**src/rtl/fpmul_stream_pkg.sv**
```systemverilog
// Shared types, IEEE-754 field positions and helpers for the streaming multiplier.
package fpmul_stream_pkg;

  typedef enum logic {INIT, RUN} state_t;

  localparam int FP_W    = 32;
  localparam int EXP_MSB = 30;
  localparam int EXP_LSB = 23;

  // Exponent all ones marks Inf or NaN.
  function automatic logic fp_is_exc(input logic [FP_W-1:0] v);
    return &v[EXP_MSB:EXP_LSB];
  endfunction

endpackage

```
**src/rtl/FPmul.sv**
```systemverilog
// Single-precision multiplier core: round-to-nearest-even, denormals flushed to zero,
// result delayed by LATENCY clock cycles.
module FPmul
  import fpmul_stream_pkg::*;
#(
  parameter int LATENCY = 2
) (
  input  logic            clk,
  input  logic [FP_W-1:0] a_i,
  input  logic [FP_W-1:0] b_i,
  output logic [FP_W-1:0] z_o
);

  logic              sign;
  logic [47:0]       prod;
  logic [23:0]       mant;
  logic              guard, sticky;
  logic [24:0]       mant_r;
  logic signed [9:0] exp_sum, exp_r;
  logic [22:0]       frac;
  logic [FP_W-1:0]   z_c;
  logic [FP_W-1:0]   pipe_q [LATENCY];

  always_comb begin
    sign    = a_i[31] ^ b_i[31];
    prod    = {1'b1, a_i[22:0]} * {1'b1, b_i[22:0]};
    exp_sum = $signed({2'b00, a_i[30:23]}) + $signed({2'b00, b_i[30:23]});
    if (prod[47]) begin
      mant   = prod[47:24];
      guard  = prod[23];
      sticky = |prod[22:0];
      exp_r  = exp_sum - 10'sd126;
    end else begin
      mant   = prod[46:23];
      guard  = prod[22];
      sticky = |prod[21:0];
      exp_r  = exp_sum - 10'sd127;
    end
    mant_r = {1'b0, mant} + {24'd0, guard & (sticky | mant[0])};
    // Rounding carry-out renormalises to 1.0 with the exponent bumped.
    if (mant_r[24]) exp_r = exp_r + 10'sd1;
    frac = mant_r[24] ? mant_r[23:1] : mant_r[22:0];

    if ((a_i[30:23] == 8'hFF && a_i[22:0] != '0) || (b_i[30:23] == 8'hFF && b_i[22:0] != '0))
      z_c = 32'h7FC0_0000;
    else if (a_i[30:23] == 8'hFF || b_i[30:23] == 8'hFF)
      z_c = (a_i[30:23] == 8'h00 || b_i[30:23] == 8'h00) ? 32'h7FC0_0000 : {sign, 8'hFF, 23'd0};
    else if (a_i[30:23] == 8'h00 || b_i[30:23] == 8'h00)
      z_c = {sign, 31'd0};
    else if (exp_r >= 10'sd255)
      z_c = {sign, 8'hFF, 23'd0};
    else if (exp_r <= 10'sd0)
      z_c = {sign, 31'd0};
    else
      z_c = {sign, exp_r[7:0], frac};
  end

  always_ff @(posedge clk) begin
    pipe_q[0] <= z_c;
    for (int i = 1; i < LATENCY; i++) pipe_q[i] <= pipe_q[i-1];
  end

  assign z_o = pipe_q[LATENCY-1];

endmodule

```
**src/rtl/fpmul_res_fifo.sv**
```systemverilog
// First-word-fall-through result FIFO; head data and valid come straight from registers.
module fpmul_res_fifo #(
  parameter int WIDTH = 32,
  parameter int DEPTH = 4
) (
  input  logic             clk,
  input  logic             rst_n,
  input  logic             flush_i,
  input  logic             wr_en_i,
  input  logic [WIDTH-1:0] wr_data_i,
  input  logic             rd_en_i,
  output logic [WIDTH-1:0] rd_data_o,
  output logic             rd_valid_o
);

  localparam int PTR_W = (DEPTH > 1) ? $clog2(DEPTH) : 1;
  localparam int CNT_W = $clog2(DEPTH + 1);
  localparam logic [PTR_W-1:0] LAST = PTR_W'(DEPTH - 1);

  logic [WIDTH-1:0] mem_q [DEPTH];
  logic [PTR_W-1:0] wr_ptr_q, wr_ptr_d, rd_ptr_q, rd_ptr_d;
  logic [CNT_W-1:0] count_q, count_d;
  logic             do_rd;

  assign rd_valid_o = (count_q != '0);
  assign rd_data_o  = mem_q[rd_ptr_q];

  always_comb begin
    do_rd    = rd_en_i & rd_valid_o;
    wr_ptr_d = wr_ptr_q;
    rd_ptr_d = rd_ptr_q;
    count_d  = count_q;
    if (flush_i) begin
      wr_ptr_d = '0;
      rd_ptr_d = '0;
      count_d  = '0;
    end else begin
      if (wr_en_i) wr_ptr_d = (wr_ptr_q == LAST) ? '0 : wr_ptr_q + 1'b1;
      if (do_rd)   rd_ptr_d = (rd_ptr_q == LAST) ? '0 : rd_ptr_q + 1'b1;
      case ({wr_en_i, do_rd})
        2'b10:   count_d = count_q + 1'b1;
        2'b01:   count_d = count_q - 1'b1;
        default: count_d = count_q;
      endcase
    end
  end

  always_ff @(posedge clk) begin
    if (!rst_n) begin
      wr_ptr_q <= '0;
      rd_ptr_q <= '0;
      count_q  <= '0;
    end else begin
      wr_ptr_q <= wr_ptr_d;
      rd_ptr_q <= rd_ptr_d;
      count_q  <= count_d;
    end
  end

  always_ff @(posedge clk) begin
    if (wr_en_i) mem_q[wr_ptr_q] <= wr_data_i;
  end

endmodule

```
**src/rtl/fpmul_stream.sv**
```systemverilog
// Multi-lane streaming wrapper around FPmul: credits reserve FIFO space at issue time,
// so the free-running core never needs to stall.
module fpmul_stream
  import fpmul_stream_pkg::*;
#(
  parameter int LANES      = 1,
  parameter int LATENCY    = 2,
  parameter int FIFO_DEPTH = 4,
  parameter int TAG_W      = 4
) (
  input  logic                            clk,
  input  logic                            rst_n,
  input  logic                            flush,
  input  logic                            in_valid,
  output logic                            in_ready,
  input  logic [FP_W*LANES-1:0]           in_a,
  input  logic [FP_W*LANES-1:0]           in_b,
  input  logic [TAG_W-1:0]                in_tag,
  output logic                            out_valid,
  input  logic                            out_ready,
  output logic [FP_W*LANES-1:0]           out_z,
  output logic [TAG_W-1:0]                out_tag,
  output logic [LANES-1:0]                out_exc,
  output logic [$clog2(FIFO_DEPTH+1)-1:0] inflight
);

  localparam int CNT_W = $clog2(FIFO_DEPTH + 1);
  localparam int DW    = FP_W * LANES + TAG_W;
  localparam logic [CNT_W-1:0] FULL_CREDITS = CNT_W'(FIFO_DEPTH);

  if (LANES < 1 || LANES > 8 || LATENCY < 1 || FIFO_DEPTH < 1 || TAG_W < 1) begin : g_bad_params
    $error("fpmul_stream: parameter out of range");
  end

  state_t                 state_q, state_d;
  logic [CNT_W-1:0]       credits_q, credits_d;
  logic [LATENCY-1:0]     vld_q;
  logic [TAG_W-1:0]       tag_q [LATENCY];
  logic [FP_W*LANES-1:0]  core_z;
  logic [DW-1:0]          fifo_rd_data;
  logic                   accept, pop;

  assign accept   = in_valid & in_ready;
  assign pop      = out_valid & out_ready;
  assign inflight = FULL_CREDITS - credits_q;

  always_comb begin
    state_d  = state_q;
    in_ready = 1'b0;
    case (state_q)
      INIT:    state_d = RUN;
      RUN:     in_ready = (credits_q != '0);
      default: state_d = INIT;
    endcase
  end

  always_comb begin
    credits_d = credits_q;
    if (flush)
      credits_d = FULL_CREDITS;
    else if (accept && !pop)
      credits_d = credits_q - 1'b1;
    else if (pop && !accept)
      credits_d = credits_q + 1'b1;
  end

  always_ff @(posedge clk) begin
    if (!rst_n) begin
      state_q   <= INIT;
      credits_q <= FULL_CREDITS;
      vld_q     <= '0;
    end else begin
      state_q   <= state_d;
      credits_q <= credits_d;
      vld_q     <= flush ? '0 : ((vld_q << 1) | LATENCY'(accept));
    end
  end

  // Tags need no reset: they are only consumed alongside a set valid bit.
  always_ff @(posedge clk) begin
    tag_q[0] <= in_tag;
    for (int i = 1; i < LATENCY; i++) tag_q[i] <= tag_q[i-1];
  end

  for (genvar gi = 0; gi < LANES; gi++) begin : g_lane
    FPmul #(.LATENCY(LATENCY)) u_mul (
      .clk (clk),
      .a_i (in_a[FP_W*gi +: FP_W]),
      .b_i (in_b[FP_W*gi +: FP_W]),
      .z_o (core_z[FP_W*gi +: FP_W])
    );
    assign out_exc[gi] = out_valid & fp_is_exc(out_z[FP_W*gi +: FP_W]);
  end

  fpmul_res_fifo #(.WIDTH(DW), .DEPTH(FIFO_DEPTH)) u_fifo (
    .clk        (clk),
    .rst_n      (rst_n),
    .flush_i    (flush),
    .wr_en_i    (vld_q[LATENCY-1]),
    .wr_data_i  ({tag_q[LATENCY-1], core_z}),
    .rd_en_i    (pop),
    .rd_data_o  (fifo_rd_data),
    .rd_valid_o (out_valid)
  );

  assign out_z   = fifo_rd_data[FP_W*LANES-1:0];
  assign out_tag = fifo_rd_data[DW-1 -: TAG_W];

endmodule

```
**config.mk**
```make
export PLATFORM = sky130hd
export DESIGN_NAME = fpmul_stream
export DESIGN_NICKNAME = d
export VERILOG_FILES = /design/src/rtl/fpmul_stream_pkg.sv /design/src/rtl/FPmul.sv /design/src/rtl/fpmul_res_fifo.sv /design/src/rtl/fpmul_stream.sv
export SDC_FILE = /design/constraint.sdc
export NUM_CORES = 2
export LEC_CHECK = 0
export ABC_AREA = 1
export CORE_MARGIN = 1.5
export CORE_UTILIZATION = 60
export CTS_CLUSTER_SIZE = 30
export DETAILED_ROUTE_END_ITERATION = 8
export DONT_BUFFER_PORTS = 1
export PLACE_DENSITY = 0.79
export SYNTH_ARGS = -nofsm -noshare
export SYNTH_HDL_FRONTEND = slang
export SYNTH_HIERARCHICAL = 1
export SYNTH_SLANG_ARGS = --single-unit
```
**constraint.sdc**
```tcl
create_clock -name clk -period 10.6 [get_ports clk]
set_input_delay 2.12 -clock clk [delete_from_list [all_inputs] [get_ports clk]]
set_output_delay 2.12 -clock clk [all_outputs]
set_load 0.01 [all_outputs]
```
Word level (Yosys, flattened, before mapping)
Memories as Yosys holds them, arrays and structs flattened. A register that Yosys moved wholly into a read port is not among the register bits.
Index checks and enable logic that the tools add are counted.

storage, ports and cells
  flip-flop bits (word level) = 13
  word-level logic and storage cells = 83
  bits in writable memories = 216
  memories kept = 3

memories
  name                    words  width  read ports  clocked after memory_dff  write ports  line                  text
  u_fifo.mem_q            4      36     1           1                         1            fpmul_res_fifo.sv:20  logic [WIDTH-1:0] mem_q [DEPTH];
  g_lane[0].u_mul.pipe_q  2      32     2           0                         2            FPmul.sv:22           logic [FP_W-1:0] pipe_q [LATENCY];
  tag_q                   2      4      2           0                         2            fpmul_stream.sv:38    logic [TAG_W-1:0] tag_q [LATENCY];

cells by class
  add/subtract/negate cells = 12
  bitwise gates (word level) = 9
  reductions and logical operators = 21
  $lt $le $gt $ge = 2
  equality and inequality tests = 6
  muxes and demuxes = 23
  $mul = 1

operator list
  operator                                                                               count
  32-bit 2-to-1 mux                                                                      3
  31-bit 2-to-1 mux                                                                      3
  24-bit by 24-bit multiplier with 48-bit output                                         1
  23-bit nonzero test                                                                    2
  24-bit by 1-bit adder with 25-bit output                                               1
  24-bit 2-to-1 mux                                                                      1
  23-bit 2-to-1 mux                                                                      1
  23-bit OR reduction                                                                    1
  22-bit OR reduction                                                                    1
  10-bit 2-to-1 mux                                                                      2
  10-bit by 8-bit subtractor with 10-bit output (second input constant)                  2
  8-bit equality test (second input constant)                                            2
  8-bit zero test                                                                        2
  10-bit by 2-bit adder with 10-bit output (second input constant)                       1
  10-bit by 9-bit greater-or-equal comparator with 1-bit output (second input constant)  1
  10-bit by 1-bit less-or-equal comparator with 1-bit output (second input constant)     1
  8-bit by 8-bit adder with 9-bit output                                                 1
  2-bit 2-to-1 mux                                                                       4
  8-bit AND reduction                                                                    1
  3-bit by 1-bit adder with 3-bit output (second input constant)                         2
  2-bit equality test (second input constant)                                            3
  1-bit 2-to-1 mux                                                                       6
  3-bit 2-to-1 mux                                                                       2
  3-bit case mux with 2 select lines                                                     1
  15 further kinds                                                                       29

Logic depth before layout (Yosys ltp)
  depth after elaboration = 13
  depth in mapped cells = 54
  gate-level depth less buffers = 48

Hierarchy
Netlist, hierarchy kept.

by module, submodules not included
  module          area an instance (um2)  cells each  instances
  FPmul           25923.6                 3678        1
  fpmul_res_fifo  6137.1                  414         1
  fpmul_stream    514.2                   52          1

Least setup slack after synthesis
OpenSTA, ideal clock, no wires.

  kind = input -> register
  start point = input port in_b[3]
  end point = memory g_lane[0].u_mul.pipe_q[0][19]
  setup time = 0.061 ns
  stages = 51
  arrival time = 10.117 ns
  path slack = 0.422 ns
  cell sequence = clkbuf_1 -> clkbuf_1 -> nand2_1 -> fa_1 -> inv_1 -> fa_1 -> inv_1 -> fa_1 -> inv_1 -> fa_1 -> inv_1 -> fa_1 -> inv_1 -> fa_1 -> inv_1 -> fa_1 -> inv_1 -> ha_1 -> [... 15 more ...] -> inv_1 -> ha_1 -> nand3_1 -> nor2_4 -> nand2_4 -> inv_2 -> nand3_4 -> buf_6 -> nand2_1 -> nand2_1 -> nand2_1 -> nor2_2 -> nand3_4 -> nand2_4 -> nor2_4 -> inv_4 -> buf_12 -> nor2_4

RTL lines
  item             line                text
  start, declared  fpmul_stream.sv:17  input logic [FP_W*LANES-1:0] in_b,
  end, declared    FPmul.sv:22

==> impl_results.md <==
* Status: finished clean
* IO Port Bufs at 0
* Synth unique cells at 55
* CTS tree: built
* CP max stage cell: fa_1
* Setup_tns at 0 ns
* DRT iter0 DRCs at 1943
* Cells after synthesis at around 4100
* I/O Pins at ~120
* Average size of a mapped cell at about 7.9 sq um
* Htree depth at 1
* Final max-slew violation count at 0
* RSZ-0062 raised after global routing: false
* YS warnings at 6
* Max incr delay on CP at approximately 0.56 ns
* Largest net degree at the start of global routing at 74
* Post-route ant nets at 0
* DP Worst Slack at roughly 0.3 ns
* Crit path time final at slightly below 10 ns
* Hpwl dp at between 60000 and 70000 um
* Seq cells post-synth at around 230
* DIE HEIGHT at ~240 um
* Syn-to-layout area delta at 2.036%
* Core Area at 0.05371 sq mm
* Skew-Pair Late Insertion Delay at around 0.50 ns
* Final non-filler cell total at around 4700
* Endpoints failing setup at 0
* CP Launch Type: primary input
* Ys async rst share at 0%
* Headroom to the max-slew limit at a little under a third
* Die area at about 0.056 sq mm
* Postcts setup bufs at 0
* Ratio of cells with drive above 1 in the final layout at between 6 and 7%
* Vias per cell at 5.279
* Placed Area at between 0.03 and 0.04 sq mm
* Crit share post-route at about 92%
* Sequential share of the synthesized area at a little under a fifth
* CP Capture Type: flip-flop
* Vias in the first global route at approximately 26000
* Syn_nets at just under 5000
* Arrival time at the worst endpoint at approximately 10 ns
* Buf/Inv on CP at 8
* Drt drc at 0
* Ant diodes at 0
* Slack of the critical path at about 0.80 ns
* GRT Total Usage at between 20 and 30%
* Root Buffer: clkbuf_16
* EDFF count, synth at 144
* Clk_skew at between 0.008 and 0.009 ns
* Initial Utilization at around three fifths
* Nets at between 4000 and 5000
* Post-Route WL at between 70000 and 80000 um
* Delay-heaviest family, CP: adder cells
* CP Class: in2reg
* Dpl cells at between 4000 and 5000
* Num CTS Buffers at 22
* Max-cap check violation count at 0
* Worst-Margin Slew at 1.013 ns
* F_max at between 100 and 150 MHz
* Detailed-route via count at around 25000
* Clock Sinks at ~230
* CTS hold repair buffers at 0
* Initial antenna violation count at 0
* Row count at 85
* Remaining global-route overflow at 0
* Hold Crit Class: reg2reg
* First-pass GRT wire length at between 100000 and 150000 um
* Final hold violations at 0
* Crit path max fanout at between 40 and 50
* Clk buf depth at 3
* Required time of the critical path at 10.96 ns
* Routed WL per cell at 16.53 um
* Cts repair resizes at 0
* Final Wtd Congestion at 0.9511
* Die Wd at 236.0 um
* Clk slew on worst S/H paths at approximately 0.060 ns
* Top_reg_cell synth: edfxtp_1
* Mapped Area at ~0.033 sq mm
* Post-route cell area at about 0.033 sq mm
* DRT Pass-1 Iters at 5
## final cells by class
cell class | instances | area, sq um
clock inverter | 4 | 48.80
multi-input combinational | 2621 | 21280
inverter | 1117 | 4215
tap | 696 | 870.8
sequential | 231 | 6067
fill | 4574 | 20470
timing repair buffer | 7 | 52.55
clock buffer | 36 | 704.4
## logic make-up after synthesis
family	Yosys count	share of synthesized area, %
and+or+nand+nor	1690	22.55
buffers and inverters	1292	16.06
adders and majority gates	679	37.26
DFF	231	18.62
AOI/OAI and AO/OA	198	4.064
xor gates and xnor gates	54	1.452
## registers in the layout (all words and copies together), names as in the netlist, named ones only
name	cells
tag_q	8
u_fifo/count_q	3
state_q	1
credits_q	3
vld_q	2
u_fifo/wr_ptr_q	2
u_fifo/mem_q	144
u_fifo/rd_ptr_q	2
g_lane.u_mul/pipe_q	64
## per-layer routing
| layer | wire, um | GRT usage [%] | vias up | share of wire (%) |
|---|---|---|---|---|
| li1 | - | - | 11760 | - |
| met1 | 32310 | 38.98 | 11950 | 41 |
| met2 | 37220 | 49.59 | 971 | 48 |
| met3 | 5610 | 3.581 | 193 | 7.2 |
| met4 | 2746 | 10.07 | 0 | 3.5 |
| met5 | 0 | 0 | - | 0 |
## metrics by stage
step                hold WS (ns)  utilization (%)
detailed placement        0.3144            60.48
global placement          0.3107            60.48
floorplan                 0.3096                -
global route              0.3312            61.89
finish                    0.3295            61.89
CTS                       0.3295            61.89
## cell usage after synthesis (30+ instances only)
cell	count	area share (%)
nand2_2	38	0.73
edfxtp_1	144	13
inv_1	1102	13
a21oi_1	47	0.72
nor2_1	179	2.1
nand4_1	34	0.65
nand3_1	105	1.6
xor2_1	42	1.1
fa_1	485	30
clkbuf_1	106	1.2
o21ai_1	30	0.46
o21ai_0	36	0.55
ha_1	194	7.5
nand2_1	1196	14
dfxtp_1	87	5.3
buf_4	42	0.97
nor2_2	35	0.67
## cell usage in the layout (no fill, tap or decap), types with 4 or more instances in the layout
| cell type | n |
|---|---|
| nor2_2 | 35 |
| nand3_1 | 105 |
| or2_2 | 6 |
| edfxtp_1 | 144 |
| o22ai_1 | 18 |
| nand2_2 | 38 |
| nor4_1 | 19 |
| nor2_1 | 179 |
| o21ai_0 | 36 |
| nand2_1 | 1196 |
| o22ai_2 | 18 |
| nand3_4 | 4 |
| nor3_1 | 14 |
| xor2_1 | 42 |
| clkbuf_1 | 5 |
| clkbuf_16 | 23 |
| xnor2_1 | 12 |
| ha_1 | 194 |
| o21ai_2 | 28 |
| nand4_1 | 34 |
| nor2_4 | 28 |
| inv_2 | 10 |
| clkbuf_8 | 8 |
| dfxtp_1 | 86 |
| nand2_4 | 8 |
| a21oi_2 | 6 |
| nand3_2 | 6 |
| fa_1 | 485 |
| nor2_8 | 4 |
| o21bai_1 | 6 |
| nand3b_1 | 6 |
| inv_1 | 1102 |
| o21ai_1 | 30 |
| a21oi_1 | 47 |
| buf_4 | 7 |
## final timing paths
kind | start | end | slack (ns) | cells past startpoint
worst max-delay path | in_b[0] | g_lane[0].u_mul/pipe_q[0][0] | 0.80 | 41
worst min-delay path | g_lane[0].u_mul/pipe_q[0][6] | g_lane[0].u_mul/pipe_q[0][38] | 0.33 | 0
worst max register to register | credits_q[0] | credits_q[2] | 8.34 | 11
worst min register to register | g_lane[0].u_mul/pipe_q[0][6] | g_lane[0].u_mul/pipe_q[0][38] | 0.33 | 0
Power is left out: the tool's default activity adds up to more than one toggle a clock period on the data nets, which glitch-free logic cannot reach.
